$ cat config.mk
export PLATFORM = sky130hd
export DESIGN_NAME = rca_word_sequencer
export DESIGN_NICKNAME = d
export VERILOG_FILES = /design/src/rtl/rca_word_sequencer.sv
export SDC_FILE = /design/constraint.sdc
export NUM_CORES = 1
export LEC_CHECK = 0
export CORE_MARGIN = 2
export CORE_UTILIZATION = 48
export CTS_CLUSTER_SIZE = 16
export DETAILED_ROUTE_END_ITERATION = 10
export PLACE_DENSITY = 0.8
export SYNTH_ARGS = -nofsm -noshare
export SYNTH_HDL_FRONTEND = slang
export SYNTH_SLANG_ARGS = --single-unit
$ cat constraint.sdc
create_clock -name clk -period 1.96 [get_ports clk]
set_input_delay 0.294 -clock clk [delete_from_list [all_inputs] [get_ports clk]]
set_output_delay 0.294 -clock clk [all_outputs]
set_load 0.01 [all_outputs]
$ cat src/rtl/rca_word_sequencer.sv
// Sequences a wide add/subtract through one shared external 4-bit ripple-carry slice,
// one nibble per cycle, LSB first, with the carry held in a register between slices.
module rca_word_sequencer #(
  parameter int unsigned NIBBLES = 4
) (
  input  logic                   clk,
  input  logic                   rst_n,
  input  logic                   start,
  input  logic                   sub,
  input  logic [4*NIBBLES-1:0]   op_a,
  input  logic [4*NIBBLES-1:0]   op_b,
  output logic                   busy,
  output logic                   done,
  output logic [4*NIBBLES-1:0]   sum,
  output logic                   carry_out,
  output logic                   overflow,
  output logic [3:0]             rca_a,
  output logic [3:0]             rca_b,
  output logic                   rca_cin,
  input  logic [3:0]             rca_s,
  input  logic                   rca_cout
);

  localparam int unsigned W    = 4 * NIBBLES;
  localparam int unsigned IdxW = (NIBBLES > 1) ? $clog2(NIBBLES) : 1;
  localparam logic [IdxW-1:0] LastIdx = IdxW'(NIBBLES - 1);

  typedef enum logic [1:0] {StIdle, StRun, StDone} state_e;

  state_e          state_q, state_d;
  logic [W-1:0]    a_q, a_d;
  logic [W-1:0]    bm_q, bm_d;
  logic            carry_q, carry_d;
  logic [IdxW-1:0] idx_q, idx_d;
  logic [W-1:0]    sum_q, sum_d;
  logic            carry_out_q, carry_out_d;
  logic            overflow_q, overflow_d;

  always_ff @(posedge clk or negedge rst_n) begin
    if (!rst_n) begin
      state_q     <= StIdle;
      a_q         <= '0;
      bm_q        <= '0;
      carry_q     <= 1'b0;
      idx_q       <= '0;
      sum_q       <= '0;
      carry_out_q <= 1'b0;
      overflow_q  <= 1'b0;
    end else begin
      state_q     <= state_d;
      a_q         <= a_d;
      bm_q        <= bm_d;
      carry_q     <= carry_d;
      idx_q       <= idx_d;
      sum_q       <= sum_d;
      carry_out_q <= carry_out_d;
      overflow_q  <= overflow_d;
    end
  end

  always_comb begin
    state_d     = state_q;
    a_d         = a_q;
    bm_d        = bm_q;
    carry_d     = carry_q;
    idx_d       = idx_q;
    sum_d       = sum_q;
    carry_out_d = carry_out_q;
    overflow_d  = overflow_q;
    unique case (state_q)
      StIdle: begin
        if (start) begin
          state_d = StRun;
          a_d     = op_a;
          // Subtraction is A + ~B + 1: the +1 enters as the initial carry.
          bm_d    = sub ? ~op_b : op_b;
          carry_d = sub;
          idx_d   = '0;
        end
      end
      StRun: begin
        for (int i = 0; i < NIBBLES; i++) begin
          if (idx_q == IdxW'(i)) sum_d[4*i +: 4] = rca_s;
        end
        carry_d = rca_cout;
        idx_d   = idx_q + 1'b1;
        if (idx_q == LastIdx) begin
          state_d     = StDone;
          carry_out_d = rca_cout;
          // The final slice sum carries the result MSB; sum_q is not yet updated.
          overflow_d  = (a_q[W-1] == bm_q[W-1]) && (rca_s[3] != a_q[W-1]);
        end
      end
      StDone: begin
        state_d = StIdle;
      end
      default: begin
        state_d = StIdle;
      end
    endcase
  end

  always_comb begin
    busy    = (state_q != StIdle);
    done    = (state_q == StDone);
    rca_a   = 4'h0;
    rca_b   = 4'h0;
    rca_cin = 1'b0;
    if (state_q == StRun) begin
      rca_cin = carry_q;
      for (int i = 0; i < NIBBLES; i++) begin
        if (idx_q == IdxW'(i)) begin
          rca_a = a_q[4*i +: 4];
          rca_b = bm_q[4*i +: 4];
        end
      end
    end
  end

  assign sum       = sum_q;
  assign carry_out = carry_out_q;
  assign overflow  = overflow_q;

endmodule

Yosys cells after proc, flatten, opt, wreduce, memory -nomap -nowiden
Index checks and enable logic that the tools add are counted.
{ "totals": {"elab_cells": 53, "reg_bits": 55, "out_inout_bits": 29, "in_bits": 41} }
{ "classes": {"n_mux": 19, "add_sub_neg": 1, "bitwise_logic": 1, "reduce_logical": 12, "n_eq_ne": 9} }
{ "op_table": {"columns": ["op", "count"], "rows": [
  ["4-bit 2-to-1 mux", 10],
  ["16-bit 2-to-1 mux", 1],
  ["16-bit NOT", 1],
  ["2-bit AND reduction", 7],
  ["2-bit one-hot mux with 2 select lines", 2],
  ["2-bit equality test (second input constant)", 3],
  ["2-bit 2-to-1 mux", 3],
  ["2-bit by 1-bit equality test with 1-bit output (second input constant)", 2],
  ["2-bit logical NOT", 2],
  ["2-bit != test (second input constant)", 2],
  ["2-bit nonzero test", 2],
  ["2-bit by 1-bit adder with 2-bit output (second input constant)", 1],
  ["1-bit 2-to-1 mux", 2],
  ["1-bit one-hot mux with 2 select lines", 1],
  ["1-bit equality test", 1],
  ["1-bit logical AND", 1],
  ["1-bit != test", 1]
]} }

Longest topological paths before layout
Gate-level depths: netlist of the first run.
{ "depth": {"word_depth": 6, "mapped_depth": 6, "depth_no_buf": 5} }

Worst setup path before layout of the first run
Ideal clock, no wire load.
{ "synth_path": {"kind": "register to output", "start": "reg idx_q[0]", "end": "out rca_a[3]", "n_path_buf": 1, "required_ns": 1.666, "path_slack_ns": 0.174, "stages_incl_launch_ff": 7, "arrival_ns": 1.492, "path_cell_list": "dfrtp_1 -> inv_1 -> ha_1 -> nor2b_1 -> clkbuf_1 -> a221oi_1 -> o32ai_1"} }
{ "synth_between": {"elab_chain_len": 6, "word_cells_on_any_way": 9, "cone_classes": "eq/ne (3); mux (5); reduce/logical (1)"} }
{ "synth_rtl": {"columns": ["element", "line", "rtl"], "rows": [
  ["start: declaration", "34", "logic [IdxW-1:0] idx_q, idx_d;"],
  ["start signal: assignment", "54", "idx_q <= idx_d;"],
  ["2-bit logical NOT", "112", "if (idx_q == IdxW'(i)) begin"],
  ["4-bit 2-to-1 mux (3 in series)", "112", null],
  ["4-bit 2-to-1 mux (*)", "112", null],
  ["4-bit 2-to-1 mux (*)", "109", "if (state_q == StRun) begin"],
  ["end: declaration", "17", "output logic [3:0] rca_a,"]
]} }
Every way passes the cells marked *; elsewhere a longest branch is shown, timed or not.

Final worst setup path of the first run
Ends and elaborated chain as after synthesis.

==> reports/metrics.csv, run 1 <==
metric;value;unit
Root Driver;clkbuf_8;
Clk pwr share;11.6;%
flops & latches, synth;55;
DRC errors left;0;
setup TNS;-0.6717;ns
initial antenna violation count;0;
Area Growth Syn to Fin;45.15;%
row count;26;
fillers;356;
Die ar.;0.006002;sq mm
hold path depth;2;
CP max stage cell;dfrtp_2;
Synth Flop Type;dfrtp_1;
Final Cell Area;0.003761;sq mm
first-pass GRT wire length;10250;um
setup slack after layout;-0.1331;ns
kind of critical path;reg2out;
crit path DAT;1.80;ns
Routed WL;5962;um
worst-path fanout max;3;
chip height;77.48;um
worst stage delay on the critical path;0.46;ns
period utilisation layout;106.8;%
dpl cells;364;
DR vias/cell;5.251;
Psw;2.190;mW
final count of negative-setup-slack endpoints;8;
Initial DRC Count;113;
Vias;1969;
count of different cell masters after synthesis;27;
Synth async-reset ratio;100.0;%
H-tree levels;2;
ANT cells;0;
Cells after Synth;217;
Slew Viols, Final;0;
Internal;3.967;mW
FF-to-FF Start;idx_q[0];
Area contributors post-synth;dfrtp_1 53%, mux2_4 9.3%, mux2_2 7.4%;
top cell type's share of synthesized area;53.11;%
Skew-Pair Late Insertion Delay;0.30;ns
max_cap viols;0;
Worst Reg-to-Reg Cells;5;
EDFF count, synth;0;
I/O pin count;70;
failing checks;setup timing;
routability cong.;0.7717;
Max clock buf depth;2;
Sink Count;55;
Sw Ratio;35.57;%
Total Nets Final;350;
Finished Layout Cells;375;
Startpoint Class;flop;
worst path cell trace;inv_2, ha_4, nor2b_4, buf_6, a221oi_2, o32ai_2, buf_2;
Initial Utilization;50.10;%
Avg WL per Cell;15.90;um
post-synthesis sequential area ratio;53.11;%
Fin Clk Skew;0.006588;ns
worst hold path class;reg2reg;
hold wc startpoint;overflow;
Antenna Violating Nets Remaining;0;
Reg2Reg Setup Slack;0.18;ns
top post-synthesis cells by count;55 x dfrtp_1, 27 x o21ai_0, 23 x nand2_1;
Pleak;1.673;nW
post-synthesis cell area;0.002591;sq mm
Max-slew headroom;61.32;%
PwrDens;1637;mW/mm^2
vias in the first global route;2136;
Synth Net Count;262;
Final Hold Fails;0;
CTS tree;done;
Peak Freq;477.8;MHz
outcome;finished, violations left;
pin count of the biggest net entering global routing;37;
count leader, synth;dfrtp_1;
min cycle time layout;2.093;ns
Worst Hold End;overflow;
Synth area leader;dfrtp_1;
CTS buffer count;5;
share of cells above drive strength 1;33.44;%
Die X;77.48;um
unrepaired setup endpoints after global routing;yes;
core area;0.005172;sq mm
Cell Area, Placed;0.003482;sq mm
required time worst endpoint;1.67;ns
DR pass1 iterations;4;
dpl hpwl;4172;um
Worst-Margin Slew;0.5802;ns
Flop pwr share;33.9;%
Ys Warns;0;
VDD IR max;739.5;uV
Avg Synthesized Cell Area;11.94;sq um
GR Overflow Total;0;
RR Endpoint;sum[14];
final hold slack;0.4879;ns
DP Worst Slack;-0.3048;ns
IO Port Bufs;69;
Comb power frac;54.5;%
Clock transition at path regs;0.09;ns
overall routing resource usage;21.67;%
Worst setup EP type;primary output;
sequential cells by signal, indices dropped and copies added (netlist names):
name       cells
sum           16
carry_out      1
bm_q          16
state_q        2
overflow       1
idx_q          2
a_q           16
carry_q        1
routing by layer:
layer / GRT usage, % / wire, um
met3: 4.651 / 256
met5: 0 / 0
met1: 27.97 / 2603
met2: 37.83 / 3082
met4: 4.286 / 19
cells by family (layout without fill, tap and decap cells):
group           count (synthesis)  in the layout  synth area share (%)
flops                          55             55                 53.11
fa+ha+maj                       4              4                 1.932
mux                            33             33                 16.66
buf+inv                        20            108                 3.815
compound gates                 46             46                 11.20
simple gates                   43             43                 7.871
xor+xnor                       16             16                 5.408
worst max path at each step:
stage / to / from / depth (start not counted) / slack, ns
2_1_floorplan: rca_a[3] / idx_q[0] / 6 / 0.17
3_3_place_gp: rca_b[3] / idx_q[0] / 7 / -0.27
3_5_place_dp: rca_a[3] / idx_q[0] / 7 / -0.30
4_1_cts: rca_a[1] / idx_q[0] / 7 / -0.12
5_1_grt: rca_a[3] / idx_q[0] / 7 / -0.21
6_report: rca_a[3] / idx_q[0] / 7 / -0.13
final cells by class:
cell class	count	area [sq um]	share of cell area (%)
Clock buffer	6	72.57	1.929
Inverter	5	18.77	0.4990
Tap cell	70	87.58	2.329
Timing Repair Buffer	96	909.6	24.18
Sequential cell	55	1378	36.63
Clock inverter	1	30.03	0.7984
Multi-Input combinational cell	142	1265	33.63
worst max-delay path: cells and delay by family (launching register included):
kind	cells	cell delay [ns]
and+or+nand+nor	1	0.17
DFF	1	0.46
buffers and inverters	3	0.40
adders and majority gates	1	0.13
AOI/OAI and AO/OA	2	0.34
power groups by stage:
stage                     clock network [mW]  logic [mW]  registers (mW)
final                                  0.715        3.36            2.08
after global placement                     0        2.92            2.02
after global routing                   0.785        3.64            2.16
after detailed placement                   0        3.01            2.04
after CTS                              0.736        3.23            2.07
after floorplan                            0        1.56            2.06
metrics by stage:
stage	power, mW	utilization [%]
3_3_place_gp	4.941	67.32
6_report	6.157	72.71
2_1_floorplan	3.625	-
5_1_grt	6.586	72.71
3_5_place_dp	5.046	67.32
4_1_cts	6.044	71.72
placed cells by master, fill, tap and decap left out, types with 2 or more instances in the layout:
| master | netlist | routed |
|---|---|---|
| a221oi_2 | 0 | 8 |
| buf_12 | 0 | 3 |
| buf_2 | 4 | 10 |
| buf_4 | 1 | 17 |
| buf_6 | 2 | 5 |
| clkbuf_8 | 0 | 5 |
| clkdlybuf4s50_1 | 0 | 58 |
| dfrtp_1 | 55 | 54 |
| dlymetal6s2s_1 | 0 | 2 |
| ha_4 | 0 | 2 |
| inv_1 | 5 | 2 |
| inv_2 | 0 | 3 |
| mux2_2 | 17 | 17 |
| mux2_4 | 16 | 16 |
| nand2_1 | 23 | 23 |
| nand3_1 | 7 | 7 |
| nor2_1 | 2 | 2 |
| nor2b_4 | 0 | 2 |
| o21ai_0 | 27 | 23 |
| o21ai_1 | 0 | 4 |
| o31ai_2 | 0 | 5 |
| o32ai_2 | 0 | 2 |
| xnor2_1 | 16 | 16 |
what timing repair did:
action,CTS,global route
hold buffers,1,0
buffers inserted,1,1
pin swaps,14,5
cloned,0,1
resized for setup,68,9
endpoints found under the setup margin,8,10
hold endpoints to repair,5,0
Note: power is estimated with default switching activity, not from simulation.
==> inputs of run 2 (changes only) <==
Settings changed: GPL_TIMING_DRIVEN set to 1, SKIP_CTS_REPAIR_TIMING set to 1.
==> run 2 against run 1 <==
The flow finishes with violations (hold timing, setup timing). Hold slack got worse by 0.52 ns. Clock power rose by 1%. Setup slack got worse by 0.011 ns. Critical path type unchanged. Largest cell class unchanged. Largest power group unchanged.
==> reports/metrics.csv, run 2 (same netlist as run 1, synthesis figures left out) <==
metric;value;unit;change
Worst setup EP type;primary output;;
Pleak;1.650;nW;-1.4%
Sink Count;55;;unchanged
IO Port Bufs;69;;unchanged
vias in the first global route;2066;;-3.3%
Max Used Layer;met4;;
GR Overflow Total;0;;unchanged
worst hold path class;in2async;;
DR vias/cell;5.251;;about the same
CP endpoint;rca_b[0];;
Initial Utilization;50.10;%;unchanged
CP Launch Point;idx_q[1];;
first-pass GRT wire length;9777;um;-4.6%
pin count of the biggest net entering global routing;37;;unchanged
DR pass1 iterations;4;;unchanged
failing checks;hold timing, setup timing;;
commonest non-fill, non-tap cell in the layout;clkdlybuf4s50_1;;
ANT cells;0;;unchanged
Max-slew headroom;61.24;%;-0.082 points
overall routing resource usage;20.73;%;-0.94 points
Sw Ratio;34.98;%;-0.59 points
Slew Viols, Final;0;;unchanged
setup slack after layout;-0.1437;ns;-0.01060 ns
Clock transition at path regs;0.09;ns;about the same
period utilisation layout;107.3;%;+0.54 points
routability cong.;0.7717;;unchanged
Psw;2.076;mW;-5.2%
most frequent cells in the layout;58 x clkdlybuf4s50_1, 55 x dfrtp_1, 25 x o21ai_0;;
Final Hold Fails;25;;+25
Vias;1948;;-1.1%
H-tree levels;2;;unchanged
CP max stage cell;dfrtp_1;;
Area Growth Syn to Fin;41.82;%;
chip height;77.48;um;unchanged
metal2 WL;2920;um;-5.3%
Clk pwr share;12.2;%;+0.6 points
Max clock buf depth;2;;unchanged
worst stage delay on the critical path;0.41;ns;-0.05 ns
Flop pwr share;34.7;%;+0.8 points
VDD IR max;717.9;uV;-2.9%
Skew-Pair Late Insertion Delay;0.31;ns;about the same
kind of critical path;reg2out;;
crit path DAT;1.81;ns;about the same
outcome;finished, violations left;;
worst path cell trace;inv_2, ha_2, nor2b_4, buf_6, a221oi_1, o31ai_2, buf_2;;
Routed WL;5644;um;-5.3%
CTS buffer count;5;;unchanged
Avg WL per Cell;15.21;um;-4.3%
initial antenna violation count;0;;unchanged
Startpoint Class;flop;;
WL met3;250;um;-2.3%
dpl hpwl;4172;um;unchanged
DRC errors left;0;;unchanged
worst-path fanout max;4;;+1
Total Nets Final;346;;-1.1%
row count;26;;unchanged
Antenna Violating Nets Remaining;0;;unchanged
RR Endpoint;sum[14];;
max_cap viols;0;;unchanged
share of cells above drive strength 1;30.56;%;-2.9 points
min cycle time layout;2.104;ns;+0.01060 ns
CTS tree;done;;
Peak Freq;475.4;MHz;-0.50%
Worst-Margin Slew;0.5815;ns;+0.001236 ns
final count of negative-setup-slack endpoints;8;;unchanged
Initial DRC Count;99;;-12%
final hold slack;-0.03332;ns;-0.5212 ns
Reg2Reg Setup Slack;0.17;ns;about the same
Internal;3.859;mW;-2.7%
Comb power frac;53.1;%;-1.4 points
unrepaired setup endpoints after global routing;yes;;
Fin Clk Skew;0.007793;ns;+0.001205 ns
core area;0.005172;sq mm;unchanged
Final Total Pwr;5.935;mW;-3.6%
Worst Reg-to-Reg Cells;5;;unchanged
I/O pin count;70;;unchanged
Root Driver;clkbuf_8;;
Die ar.;0.006002;sq mm;unchanged
Die X;77.48;um;unchanged
Metal-1 WL;2434;um;-6.5%
FF-to-FF Start;idx_q[0];;
required time worst endpoint;1.67;ns;about the same
PwrDens;1615;mW/mm^2;-1.3%
run 2: power groups by stage:
stage / clock network, mW / registers (mW) / logic, mW
after global placement: 0 / 2.02 / 2.92
after detailed placement: 0 / 2.04 / 3.01
after global routing: 0.788 / 2.13 / 3.45
final: 0.723 / 2.06 / 3.15
after floorplan: 0 / 2.06 / 1.56
after CTS: 0.736 / 2.03 / 3.02
run 2: area by class of cell:
cell class,instances,area [sq um]
Clock buffer,6,72.57
Clock inverter,1,30.03
Fill cell,373,1498
Inverter,5,18.77
Multi-Input combinational cell,142,1219
Sequential cell,55,1376
Tap cell,70,87.58
Timing Repair Buffer,92,870.8
run 2: metrics by stage:
step	cell area [sq um]	instances	TNS (ns)	util, %	setup slack (ns)
floorplan	2591	217	0	-	0.1742
global placement	3482	364	-1.867	67.32	-0.2733
detailed placement	3482	364	-2.072	67.32	-0.3048
CTS	3585	371	-5.053	69.30	-0.6689
global route	3675	371	-1.429	71.05	-0.2047
finish	3675	371	-0.8430	71.05	-0.1437
run 2: critical path: cells and delay by family, from the launching register on:
family	cells	cell delay, ns
AO/OA/AOI/OAI	2	0.42
adder cells (fa/ha/maj)	1	0.23
buffers and inverters	3	0.37
flip-flops	1	0.41
AND/OR/NAND/NOR	1	0.06
run 2: layer usage:
metal / global-route usage (%) / up-vias
met2: 35.91 / 53
met5: 0 / -
met3: 4.884 / 5
li1: - / 927
met1: 26.40 / 963
met4: 4.821 / 0
run 2: worst min path at each step:
| stage | from | endpoint | slack (ns) | depth (start not counted) |
|---|---|---|---|---|
| global placement | rst_n | carry_out | 0.33 | 1 |
| detailed placement | rst_n | carry_out | 0.33 | 1 |
| floorplan | rst_n | a_q[0] | -0.002 | 0 |
| global route | rst_n | carry_out | 0.01 | 1 |
| CTS | rst_n | carry_out | -0.009 | 1 |
| finish | rst_n | carry_out | -0.03 | 1 |
==> inputs of run 3 (changes only) <==
Settings changed: MAX_ROUTING_LAYER set to met4.
==> run 3 against run 2 <==
The flow still finishes with violations (hold timing, setup timing). Final cell count unchanged. Sequential share of layout area is the same. Total power barely moved. Via count down 0.41%. Clock skew is essentially flat. Setup slack barely moved. Critical path type unchanged. Largest power group unchanged. Highest routed layer unchanged.
==> reports/metrics.csv, run 3 (same netlist as run 1, synthesis figures left out) <==
metric;value;unit;change
Root Driver;clkbuf_8;;
Psw;2.077;mW;about the same
Vias;1940;;-0.41%
VDD IR max;717.0;uV;-0.12%
kind of critical path;reg2out;;
unrepaired setup endpoints after global routing;yes;;
Final Util;71.05;%;unchanged
Worst setup EP type;primary output;;
ANT cells;0;;unchanged
Routed WL;5657;um;+0.23%
Pleak;1.650;nW;unchanged
Sw Ratio;34.98;%;about the same
final hold slack;-0.03310;ns;+0.0002238 ns
Antenna Violating Nets Remaining;0;;unchanged
final count of negative-setup-slack endpoints;8;;unchanged
worst hold path class;in2async;;
I/O pin count;70;;unchanged
initial antenna violation count;0;;unchanged
Total Nets Final;346;;unchanged
Area Growth Syn to Fin;41.82;%;unchanged
IO Port Bufs;69;;unchanged
Fin Clk Skew;0.007696;ns;-0.00009664 ns
vias in the first global route;2068;;+0.097%
RR Endpoint;sum[14];;
period utilisation layout;107.3;%;about the same
Reg2Reg Setup Slack;0.17;ns;about the same
Finished Layout Cells;371;;unchanged
Slew Viols, Final;0;;unchanged
core area;0.005172;sq mm;unchanged
Internal;3.859;mW;about the same
CTS buffer count;5;;unchanged
Clk pwr share;12.2;%;about the same
Sink Count;55;;unchanged
Comb power frac;53.1;%;about the same
chip height;77.48;um;unchanged
FF-to-FF Start;idx_q[0];;
DR vias/cell;5.229;;-0.41%
GR Overflow Total;0;;unchanged
overall routing resource usage;21.27;%;+0.54 points
share of cells above drive strength 1;30.56;%;unchanged
setup TNS;-0.8460;ns;-0.003026 ns
Clock transition at path regs;0.09;ns;about the same
worst-path fanout max;4;;unchanged
most frequent cells in the layout;58 x clkdlybuf4s50_1, 55 x dfrtp_1, 25 x o21ai_0;;
Worst-Margin Slew;0.5812;ns;-0.0002543 ns
pin count of the biggest net entering global routing;37;;unchanged
failing checks;hold timing, setup timing;;
Peak Freq;475.4;MHz;about the same
Startpoint Class;flop;;
H-tree levels;2;;unchanged
commonest non-fill, non-tap cell in the layout;clkdlybuf4s50_1;;
row count;26;;unchanged
Avg WL per Cell;15.25;um;+0.23%
Worst Reg-to-Reg Cells;5;;unchanged
DR pass1 iterations;4;;unchanged
crit path DAT;1.81;ns;about the same
Die X;77.48;um;unchanged
Flop pwr share;34.7;%;about the same
Max-slew headroom;61.25;%;about the same
Final Hold Fails;25;;unchanged
routability cong.;0.7821;;+1.3%
Initial Utilization;50.10;%;unchanged
dpl cells;364;;unchanged
required time worst endpoint;1.67;ns;about the same
max_cap viols;0;;unchanged
DRC errors left;0;;unchanged
setup slack after layout;-0.1434;ns;+0.0002910 ns
dpl hpwl;4172;um;unchanged
Max clock buf depth;2;;unchanged
CTS tree;done;;
Die ar.;0.006002;sq mm;unchanged
outcome;finished, violations left;;
min cycle time layout;2.103;ns;-0.0002910 ns
Initial DRC Count;56;;-43%
first-pass GRT wire length;9763;um;-0.14%
Skew-Pair Late Insertion Delay;0.31;ns;about the same
PwrDens;1615;mW/mm^2;about the same
## run 3: worst max path at each step
stage | from | depth (start not counted) | slack [ns] | to
after floorplan | idx_q[0] | 6 | 0.17 | rca_a[3]
after global placement | idx_q[0] | 7 | -0.27 | rca_b[3]
after detailed placement | idx_q[0] | 7 | -0.30 | rca_a[3]
after CTS | idx_q[1] | 7 | -0.67 | rca_b[3]
after global routing | idx_q[1] | 7 | -0.20 | rca_a[3]
final | idx_q[1] | 7 | -0.14 | rca_b[0]
## run 3: area by class of cell
type                            count  area [sq um]
Tap cell                           70         87.58
Clock inverter                      1         30.03
Sequential cell                    55          1376
Inverter                            5         18.77
Timing Repair Buffer               92         870.8
Fill cell                         373          1498
Multi-Input combinational cell    142          1219
Clock buffer                        6         72.57
## run 3: critical path: stages, from the launching register on
cell and delay (ns):
dfrtp_1 0.41, inv_2 0.10, ha_2 0.23, nor2b_4 0.06, buf_6 0.12, a221oi_1 0.31, o31ai_2 0.11, buf_2 0.15
## run 3: power by group through the flow
stage	Combinational (mW)	Sequential, mW	Clock [mW]
floorplan	1.56	2.06	0
global placement	2.92	2.02	0
detailed placement	3.01	2.04	0
CTS	3.02	2.03	0.736
global route	3.45	2.13	0.786
finish	3.15	2.06	0.724
## run 3: layer usage
metal	wire, um	track usage, %	part of all wire, %	vias to the layer above
met5	0	-	0	-
met4	38	4.821	0.67	0
met3	234	4.767	4.1	5
met2	2930	35.83	52	47
met1	2453	26.40	43	960
li1	-	-	-	928
## run 3: metrics by stage
step | hold WS (ns) | area (sq um) | setup slack (ns) | total power, mW
finish | -0.03310 | 3675 | -0.1434 | 5.936
global route | 0.01202 | 3675 | -0.2047 | 6.363
global placement | 0.3307 | 3482 | -0.2733 | 4.941
detailed placement | 0.3310 | 3482 | -0.3048 | 5.046
CTS | -0.008757 | 3585 | -0.6689 | 5.781
floorplan | -0.001591 | 2591 | 0.1742 | 3.625
